$ cat config.mk
export PLATFORM = sky130hd
export DESIGN_NAME = oam_dma_arbiter_flat
export DESIGN_NICKNAME = d
export VERILOG_FILES = /design/src/rtl/oam_dma_arbiter_if.sv /design/src/rtl/oam_dma_arbiter.sv /design/src/flat_wrapper.sv
export SDC_FILE = /design/constraint.sdc
export NUM_CORES = 1
export LEC_CHECK = 0
export CAP_MARGIN = 15
export CORE_UTILIZATION = 41
export CTS_BUF_LIST = sky130_fd_sc_hd__clkbuf_16
export CTS_CLUSTER_DIAMETER = 50
export CTS_CLUSTER_SIZE = 14
export DETAILED_ROUTE_END_ITERATION = 6
export GPL_TIMING_DRIVEN = 0
export PLACE_DENSITY = 0.8
export SLEW_MARGIN = 20
export SYNTH_ARGS = -nofsm -noshare
export SYNTH_HDL_FRONTEND = slang
export SYNTH_SLANG_ARGS = --single-unit
$ cat constraint.sdc
create_clock -name clk -period 3.1 [get_ports clk]
set_input_delay 0.62 -clock clk [delete_from_list [all_inputs] [get_ports clk]]
set_output_delay 0.62 -clock clk [all_outputs]
set_load 0.05 [all_outputs]
$ cat src/rtl/oam_dma_arbiter_if.sv
// CPU-side and bus-side signal bundle of the OAM DMA arbiter.
// The slave modport is the arbiter; master is whoever drives the CPU port and owns the memory.
interface oam_dma_arbiter_if;
    logic [15:0] cpu_addr;
    logic [7:0]  cpu_wdata;
    logic        cpu_rd;
    logic        cpu_wr;
    logic [7:0]  cpu_rdata;
    logic [15:0] bus_addr;
    logic [7:0]  bus_wdata;
    logic        bus_rd;
    logic        bus_wr;
    logic [7:0]  bus_rdata;
    logic        dma_active;
    logic [7:0]  dma_src_hi;

    modport slave (
        input  cpu_addr, cpu_wdata, cpu_rd, cpu_wr, bus_rdata,
        output cpu_rdata, bus_addr, bus_wdata, bus_rd, bus_wr, dma_active, dma_src_hi
    );

    modport master (
        output cpu_addr, cpu_wdata, cpu_rd, cpu_wr, bus_rdata,
        input  cpu_rdata, bus_addr, bus_wdata, bus_rd, bus_wr, dma_active, dma_src_hi
    );
endinterface

$ cat src/rtl/oam_dma_arbiter.sv
// OAM DMA register and byte engine; shares one memory bus between the CPU and the DMA copy.
// During a transfer only HRAM stays reachable for the CPU; HRAM accesses stall the DMA.
module oam_dma_arbiter #(
    parameter int          DMA_LEN     = 160,
    parameter logic [15:0] DST_BASE    = 16'hFE00,
    parameter logic [15:0] REG_ADDR    = 16'hFF46,
    parameter int          START_DELAY = 1
) (
    input logic              clk,
    input logic              rst,
    oam_dma_arbiter_if.slave port
);

    localparam int              DLY_W    = (START_DELAY > 1) ? $clog2(START_DELAY) : 1;
    localparam logic [DLY_W-1:0] DLY_LAST = DLY_W'(START_DELAY - 1);
    localparam logic [7:0]      IDX_LAST = 8'(DMA_LEN - 1);

    typedef enum logic [1:0] {IDLE, START, READ, WRITE} state_t;

    state_t           state;
    logic [7:0]       src_hi;
    logic [7:0]       idx;
    logic [7:0]       latch;
    logic [DLY_W-1:0] dly_cnt;

    logic cpu_wr_req, cpu_rd_req, cpu_acc;
    logic reg_hit, hram_hit, dma_phase, cpu_owns, dma_go;

    // A simultaneous read and write strobe is a write.
    assign cpu_wr_req = port.cpu_wr;
    assign cpu_rd_req = port.cpu_rd & ~port.cpu_wr;
    assign cpu_acc    = cpu_rd_req | cpu_wr_req;
    assign reg_hit    = (port.cpu_addr == REG_ADDR);
    assign hram_hit   = (port.cpu_addr >= 16'hFF80) && (port.cpu_addr <= 16'hFFFE);
    assign dma_phase  = (state == READ) || (state == WRITE);
    assign cpu_owns   = cpu_acc && !reg_hit && (!dma_phase || hram_hit);
    assign dma_go     = dma_phase && !(cpu_acc && hram_hit);

    assign port.dma_active = dma_phase;
    assign port.dma_src_hi = src_hi;

    always_comb begin
        port.bus_addr  = port.cpu_addr;
        port.bus_wdata = port.cpu_wdata;
        port.bus_rd    = 1'b0;
        port.bus_wr    = 1'b0;
        if (cpu_owns) begin
            port.bus_rd = cpu_rd_req;
            port.bus_wr = cpu_wr_req;
        end else if (dma_go) begin
            if (state == READ) begin
                port.bus_addr = {src_hi, idx};
                port.bus_rd   = 1'b1;
            end else begin
                port.bus_addr  = DST_BASE + {8'h00, idx};
                port.bus_wdata = latch;
                port.bus_wr    = 1'b1;
            end
        end
    end

    always_comb begin
        if (reg_hit)
            port.cpu_rdata = src_hi;
        else if (!dma_phase || hram_hit)
            port.cpu_rdata = port.bus_rdata;
        else
            port.cpu_rdata = 8'hFF;
    end

    always_ff @(posedge clk) begin
        if (rst) begin
            state   <= IDLE;
            src_hi  <= 8'hFF;
            idx     <= 8'h00;
            latch   <= 8'h00;
            dly_cnt <= '0;
        end else begin
            case (state)
                START: begin
                    if (dly_cnt == DLY_LAST)
                        state <= READ;
                    else
                        dly_cnt <= dly_cnt + DLY_W'(1);
                end
                READ: begin
                    if (dma_go) begin
                        latch <= port.bus_rdata;
                        state <= WRITE;
                    end
                end
                WRITE: begin
                    if (dma_go) begin
                        if (idx == IDX_LAST) begin
                            state <= IDLE;
                        end else begin
                            idx   <= idx + 8'd1;
                            state <= READ;
                        end
                    end
                end
                default: ;
            endcase
            // A register write restarts the engine after this cycle's bus op has been issued.
            if (cpu_wr_req && reg_hit) begin
                src_hi  <= port.cpu_wdata;
                idx     <= 8'h00;
                dly_cnt <= '0;
                state   <= START;
            end
        end
    end

endmodule

$ cat src/flat_wrapper.sv
// flat-port wrapper written by rule: the top's interface ports become plain ports
module oam_dma_arbiter_flat 
#(
    parameter int          DMA_LEN     = 160,
    parameter logic [15:0] DST_BASE    = 16'hFE00,
    parameter logic [15:0] REG_ADDR    = 16'hFF46,
    parameter int          START_DELAY = 1
)
  (clk, rst, port_cpu_addr, port_cpu_wdata, port_cpu_rd, port_cpu_wr, port_bus_rdata, port_cpu_rdata, port_bus_addr, port_bus_wdata, port_bus_rd, port_bus_wr, port_dma_active, port_dma_src_hi);
  oam_dma_arbiter_if port_i ();
  input logic clk;
  input logic rst;
  input wire logic [$bits(port_i.cpu_addr)-1:0] port_cpu_addr;
  input wire logic [$bits(port_i.cpu_wdata)-1:0] port_cpu_wdata;
  input wire logic [$bits(port_i.cpu_rd)-1:0] port_cpu_rd;
  input wire logic [$bits(port_i.cpu_wr)-1:0] port_cpu_wr;
  input wire logic [$bits(port_i.bus_rdata)-1:0] port_bus_rdata;
  output wire logic [$bits(port_i.cpu_rdata)-1:0] port_cpu_rdata;
  output wire logic [$bits(port_i.bus_addr)-1:0] port_bus_addr;
  output wire logic [$bits(port_i.bus_wdata)-1:0] port_bus_wdata;
  output wire logic [$bits(port_i.bus_rd)-1:0] port_bus_rd;
  output wire logic [$bits(port_i.bus_wr)-1:0] port_bus_wr;
  output wire logic [$bits(port_i.dma_active)-1:0] port_dma_active;
  output wire logic [$bits(port_i.dma_src_hi)-1:0] port_dma_src_hi;
  assign port_i.cpu_addr = port_cpu_addr;
  assign port_i.cpu_wdata = port_cpu_wdata;
  assign port_i.cpu_rd = port_cpu_rd;
  assign port_i.cpu_wr = port_cpu_wr;
  assign port_i.bus_rdata = port_bus_rdata;
  assign port_cpu_rdata = port_i.cpu_rdata;
  assign port_bus_addr = port_i.bus_addr;
  assign port_bus_wdata = port_i.bus_wdata;
  assign port_bus_rd = port_i.bus_rd;
  assign port_bus_wr = port_i.bus_wr;
  assign port_dma_active = port_i.dma_active;
  assign port_dma_src_hi = port_i.dma_src_hi;
  oam_dma_arbiter #(.DMA_LEN(DMA_LEN), .DST_BASE(DST_BASE), .REG_ADDR(REG_ADDR), .START_DELAY(START_DELAY)) u_core (.clk(clk), .rst(rst), .port(port_i));
endmodule
==> results of run 1 <==
[critical path, delay by kind of cell]
| family | cells | cell delay [ns] |
|---|---|---|
| buffers and inverters | 3 | 0.84 |
| muxes | 1 | 0.31 |
| AOI/OAI and AO/OA | 2 | 0.49 |
| and+or+nand+nor | 1 | 0.15 |
[per-stage QoR]
stage                     hold slack (ns)  setup TNS (ns)
after floorplan                     0.454          -0.764
after global placement              0.474          -25.19
after detailed placement            0.486          -25.68
after CTS                           0.498          -0.201
after global routing                0.534               0
final                               0.494               0
[what timing repair did]
item                                    4_1_cts  5_1_grt
cloned                                        2        0
endpoints found under the setup margin       34       34
buffers inserted                              7        2
gates resized for setup                     233       31
pin swaps                                     5        6
[cells in the final DEF (no fill, tap or decap), types with 2 or more instances in the layout]
master	Yosys	routed
dlymetal6s2s_1	0	9
dfxtp_1	26	26
clkbuf_16	0	3
mux2_4	0	5
buf_8	0	6
clkbuf_1	5	4
dlygate4sd2_1	0	2
clkdlybuf4s15_1	0	2
buf_2	3	11
buf_4	3	20
nor2_1	29	29
buf_6	2	14
and4_4	0	2
o21ai_0	14	13
clkdlybuf4s50_1	0	31
o21ai_2	1	2
mux2i_1	9	9
mux2_2	15	10
o21ai_1	9	8
inv_1	3	3
nor3_1	2	2
nand2_1	29	29
nand3b_1	8	8
or3_1	3	3
a21oi_1	5	5
xor2_1	3	3
nand3_1	14	13
[worst max path at each step]
stage / start / to / slack, ns
6_report: port_cpu_addr[6] / port_bus_wdata[1] / 0.06
5_1_grt: port_cpu_addr[5] / port_cpu_rdata[5] / 0.01
4_1_cts: port_cpu_addr[10] / port_bus_addr[7] / -0.03
3_5_place_dp: port_cpu_addr[0] / port_cpu_rdata[2] / -0.98
3_3_place_gp: port_cpu_addr[0] / port_cpu_rdata[6] / -0.90
2_1_floorplan: port_cpu_addr[6] / port_bus_addr[10] / -0.1
[registers in the layout, indices dropped and copies added, names as in the netlist]
signal	count
u_core.state	2
u_core.idx	8
u_core.latch	8
u_core.port.dma_src_hi	8
[layout make-up]
cell class | count | share of cell area
Tap cell | 48 | 0.0216
Inverter | 3 | 0.00405
Multi-Input combinational cell | 167 | 0.408
Buffer | 12 | 0.0355
Sequential cell | 26 | 0.187
Clock buffer | 3 | 0.0270
Timing Repair Buffer | 89 | 0.317
[kinds of logic (layout without fill, tap and decap cells)]
family	Yosys count	count (layout)
and+or+nand+nor	101	101
AOI/OAI and AO/OA	38	38
DFF	26	26
muxes	24	24
buffers and inverters	16	107
xor gates and xnor gates	3	3
adders and majority gates	1	1
[per-layer routing]
metal / track usage / vias to the layer above / wire, microns
li1: - / 918 / -
met1: 0.361 / 873 / 2620
met2: 0.450 / 85 / 2690
met3: 0.0414 / 9 / 379
met4: 0.0761 / 0 / 98
met5: 0 / - / 0
[report_power, final]
part	total, W	internal, W	switching (W)
combinational	0.000233	0.0000937	0.000140
sequential	0.000334	0.000334	0.00000000638
clock	0.000285	0.000171	0.000114
total	0.000852	0.000599	0.000253
==> flow_summary.json, run 1 <==
{
  "status": "completed",
  "path_clk_slew_ns": 0.06,
  "wl_per_cell_microns": 16.6,
  "cts-root-buf": "clkbuf_16",
  "antenna_found_initial": 0,
  "yosys.area_share.simple": 0.306,
  "synth_top_area_share": 0.312,
  "end_kind": "primary output",
  "gp_congestion": 0.822,
  "synthTopCellsByArea": "dfxtp_1 (31%), mux2_2 (10%), nand2_1 (6.5%)",
  "synth.net_count": 246,
  "grt_pass1_wl_microns": 8930,
  "slowest_delay_ns": 0.52,
  "cts_max_path_buffers": 2,
  "rsz0062_at_grt": "false",
  "hold_viol": 0,
  "gr-usage-all-layers": 0.271,
  "synth_edf_count": 0,
  "insertion_delay_ns": 0.26,
  "worstHoldStart": "u_core.latch[0]$_SDFFE_PP0P_",
  "syn_avg_cell_area_sq_um": 7.99,
  "worst_ep_arrival_time_ns": 2.42,
  "synthAdderAreaFrac": 0.00749,
  "hold-path-cell-count": 2,
  "synth-async-reset-ratio": 0,
  "rr_startpoint": "u_core.idx[0]$_SDFFE_PP0P_",
  "period_minus_slack_ns": 3.04,
  "maxSlewViolCount": 0,
  "ys_types": 41,
  "synth_compound_area_frac": 0.151,
  "ant_nets": 0,
  "numCtsBuffers": 3,
  "ys_seq_area_frac": 0.312,
  "grt.overflow.total": 0,
  "nNetsFinal": 339,
  "drive_above_1_share": 0.293,
  "yosysWarnings": 0,
  "seqCellArea_sq_um": 520,
  "die_h_microns": 65.8,
  "area_growth_pct": 66.6,
  "cts_num_sinks": 26,
  "initial_core_util": 0.443,
  "tightest_slew_ns": 0.528,
  "dr.pass1.iters": 4,
  "die_area_sq_mm": 0.00433,
  "muxShareOfSynthArea": 0.155,
  "fmax_ghz": 0.329,
  "vias": 1885,
  "grt_pass1_vias": 1810,
  "num_rows": 22,
  "avgViaCountPerCell": 5.42,
  "cts_tree": "done",
  "syn_inst": 209,
  "cpMaxStageDelayCell": "clkdlybuf4s50_1",
  "setup_violations": 0,
  "min_to": "u_core.latch[0]$_SDFFE_PP0P_",
  "diodes": 0,
  "multiInputGateArea_sq_mm": 0.00113,
  "crit_path_start_kind": "input port",
  "total_power_w": 0.000852,
  "synthXorXnorAreaFrac": 0.0157,
  "post-route-cell-area_sq_mm": 0.00278,
  "fin_skew_ns": 0.00298,
  "io_buffers": 78,
  "die_width_microns": 65.8,
  "fin_util": 0.738,
  "dp_slack_ns": -0.979,
  "cts_hold_buf": 0,
  "required_ns": 2.48,
  "detailed_place_hpwl_microns": 3790,
  "synth_common_cells": "nand2_1 (29), nor2_1 (29), dfxtp_1 (26)",
  "synth_ff_type": "dfxtp_1",
  "hold_path.class": "reg2reg",
  "cp_cell_sequence": "clkdlybuf4s50_1 -> nand3_2 -> o2111ai_4 -> o21bai_4 -> buf_6 -> mux2_4 -> buf_8",
  "worstPathMaxFanout": 6,
  "setup.worst_path.class": "in2out",
  "netlist_area_sq_mm": 0.00167,
  "dp.cells": 335,
  "power_leakage_nw": 1.34,
  "rr_endpoint": "u_core.idx[5]$_SDFFE_PP0P_",
  "ys_seq_elements": 26,
  "drc": 0,
  "p_per_area_mw_per_mm2": 306,
  "r2r_slack_ns": 1.24,
  "nFillCells": 295,
  "coreArea_sq_mm": 0.00377,
  "place_area_sq_mm": 0.00252,
  "htree_levels": 1,
  "stdcell_count": 348,
  "synth_top_cell_by_area": "dfxtp_1",
  "max_slew_margin": 0.645,
  "setup_ws_ns": 0.0601,
  "maxCapViolations": 0,
  "io_pins": 79,
  "peakVddDrop_mv": 0.185,
  "drt-initial-drc-count": 105,
  "reg2reg_depth": 6,
  "wirelength_microns": 5790,
  "synth_top_family_by_area": "simple AND/OR/NAND/NOR gates",
  "grt_max_degree": 14,
  "fin_crit_sh": 0.981
}
Power figures use the tool's default switching activity.
==> run 2, diff against run 1 <==
--- a/config.mk
+++ b/config.mk
@@ -9,9 +9,11 @@
 export CORE_UTILIZATION = 41
 export CTS_BUF_LIST = sky130_fd_sc_hd__clkbuf_16
 export CTS_CLUSTER_DIAMETER = 50
-export CTS_CLUSTER_SIZE = 14
+export CTS_CLUSTER_SIZE = 24
 export DETAILED_ROUTE_END_ITERATION = 6
+export GPL_ROUTABILITY_DRIVEN = 0
 export GPL_TIMING_DRIVEN = 0
+export HOLD_SLACK_MARGIN = 0.02
 export PLACE_DENSITY = 0.8
 export SLEW_MARGIN = 20
 export SYNTH_ARGS = -nofsm -noshare
==> results of run 2 <==
The final DEF is identical to that of run 1; final timing and power are the same.
==> run 3, diff against run 2 <==
--- a/config.mk
+++ b/config.mk
@@ -11,7 +11,6 @@
 export CTS_CLUSTER_DIAMETER = 50
 export CTS_CLUSTER_SIZE = 24
 export DETAILED_ROUTE_END_ITERATION = 6
-export GPL_ROUTABILITY_DRIVEN = 0
 export GPL_TIMING_DRIVEN = 0
 export HOLD_SLACK_MARGIN = 0.02
 export PLACE_DENSITY = 0.8
==> constraint.sdc (replaced) <==
create_clock -name clk -period 3.1 [get_ports clk]
set_input_delay 0.775 -clock clk [delete_from_list [all_inputs] [get_ports clk]]
set_output_delay 0.775 -clock clk [all_outputs]
set_load 0.05 [all_outputs]
==> flow_summary.json, run 3 (synthesis results as in run 1) <==
{
  "status": "complete, but fails checks",
  "failed_checks": "setup timing",
  "reg2reg_depth": 6,
  "peakVddDrop_mv": 0.340,
  "die_width_microns": 65.8,
  "total_power_w": 0.000890,
  "top_usage_layer": "met2",
  "wirelength_microns": 5940,
  "met2_usage": 0.481,
  "gp_congestion": 0.811,
  "grt_pass1_vias": 1899,
  "setup.worst_path.class": "in2out",
  "power_leakage_nw": 1.43,
  "final_cell_mix": "nor2_1 (29), clkdlybuf4s50_1 (27), dfxtp_1 (26), buf_4 (23), nand2_1 (21)",
  "seqPwrFrac": 0.375,
  "grt_pass1_wl_microns": 9290,
  "p_int_w": 0.000620,
  "die_h_microns": 65.8,
  "setup_ws_ns": -0.0116,
  "comb_power_share": 0.295,
  "fin_skew_ns": 0.00707,
  "crit_path_start_kind": "input port",
  "place_area_sq_mm": 0.00260,
  "met3_usage": 0.0328,
  "rsz0062_at_grt": "true",
  "switching_share": 0.303,
  "area_growth_pct": 80.4,
  "cts_max_path_buffers": 2,
  "post-route-cell-area_sq_mm": 0.00301,
  "numCtsBuffers": 3,
  "maxSlewViolCount": 0,
  "io_buffers": 78,
  "maxCapViolations": 0,
  "period_minus_slack_ns": 3.11,
  "grt.overflow.total": 0,
  "fin_util": 0.799,
  "switchingPower_w": 0.000270,
  "insertion_delay_ns": 0.26,
  "drc": 0,
  "setup_violations": 4,
  "end_kind": "primary output",
  "tightest_slew_ns": 0.546,
  "nNetsFinal": 345,
  "drt-initial-drc-count": 81,
  "initial_core_util": 0.443,
  "avgViaCountPerCell": 5.45,
  "detailed_place_hpwl_microns": 3670,
  "layout_commonest_cell": "nor2_1",
  "p_per_area_mw_per_mm2": 295,
  "grt_max_degree": 15,
  "coreArea_sq_mm": 0.00377,
  "path_clk_slew_ns": 0.06,
  "ant_nets": 0,
  "diodes": 0,
  "cts-root-buf": "clkbuf_16",
  "hold-path-cell-count": 2,
  "antenna_found_initial": 0,
  "cts_num_sinks": 26,
  "fin_crit_sh": 1.00,
  "drive_above_1_share": 0.427,
  "max_slew_margin": 0.636,
  "hold_ws_ns": 0.503,
  "hold_path.class": "reg2reg",
  "vias": 1934,
  "nFillCells": 246,
  "cts_hold_buf": 0,
  "fmax_ghz": 0.321,
  "io_pins": 79,
  "dr.pass1.iters": 4,
  "hold_viol": 0,
  "cts_tree": "done",
  "worst_ep_arrival_time_ns": 2.34,
  "globalRouteMet1Util": 0.361,
  "num_rows": 22,
  "htree_levels": 1,
  "wl_per_cell_microns": 16.7,
  "clkPwrFrac": 0.330,
  "gr-usage-all-layers": 0.285,
  "fin_tns_setup_ns": -0.0332,
  "required_ns": 2.32,
  "worstPathMaxFanout": 5,
  "die_area_sq_mm": 0.00433
}
==> run 3: cell types whose count changed in the layout (fill, tap and decap cells not counted), moves of 9 or more <==
cell,change
mux2_4,+9
buf_2,-9
buf_8,+10
mux2_2,-9
clkbuf_2,+10
o21ai_2,+15
==> run 3: timing repair <==
action                                  CTS  global route
resized for setup                       323            22
gates cloned                              1             0
buffers inserted                         15             3
endpoints found under the setup margin   34            34
pin swaps                                10            10
==> run 3: worst paths after layout <==
check	start	endpoint	slack, ns
setup / recovery	port_cpu_addr[5]	port_cpu_rdata[7]	-0.01
setup reg to reg	u_core.idx[0]$_SDFFE_PP0P_	u_core.idx[5]$_SDFFE_PP0P_	1.25
hold reg to reg	u_core.latch[3]$_SDFFE_PP0P_	u_core.latch[3]$_SDFFE_PP0P_	0.50
hold / removal	u_core.latch[3]$_SDFFE_PP0P_	u_core.latch[3]$_SDFFE_PP0P_	0.50
==> run 3: power by group through the flow <==
stage | combinational, W | sequential [W] | clock, W
final | 0.000263 | 0.000334 | 0.000293
after global routing | 0.000272 | 0.000334 | 0.000305
after global placement | 0.000238 | 0.000341 | 0
after floorplan | 0.000130 | 0.000342 | 0
after detailed placement | 0.000238 | 0.000341 | 0
after CTS | 0.000257 | 0.000334 | 0.000295
==> run 3: routing by layer <==
metal  vias to the layer above  wire [microns]
met5                         -               0
met4                         0             146
met3                        10             368
met2                        92            2890
met1                       897            2530
li1                        935               -
==> run 3: final cells by class <==
type | count | area (sq um) | area share
multi-input combinational | 167 | 1270 | 0.422
timing repair buffer | 96 | 971 | 0.322
sequential | 26 | 520 | 0.173
buffer | 11 | 98.8 | 0.0328
clock buffer | 3 | 75.1 | 0.0249
tap | 48 | 60.1 | 0.0199
inverter | 3 | 11.3 | 0.00374
clock inverter | 1 | 3.75 | 0.00125
==> run 3: stage by stage <==
stage | instances | worst slack (ns)
after floorplan | 209 | -0.102
after global placement | 335 | -1.21
after detailed placement | 335 | -1.21
after CTS | 354 | -0.113
after global routing | 355 | -0.0585
final | 355 | -0.0116
==> run 3: worst max-delay path: stages <==
cell,delay (ns)
buf_6,0.09
or4_4,0.54
nor3_4,0.15
and3_4,0.25
buf_12,0.12
buf_8,0.11
nand2_2,0.05
o21ai_2,0.07
buf_6,0.18
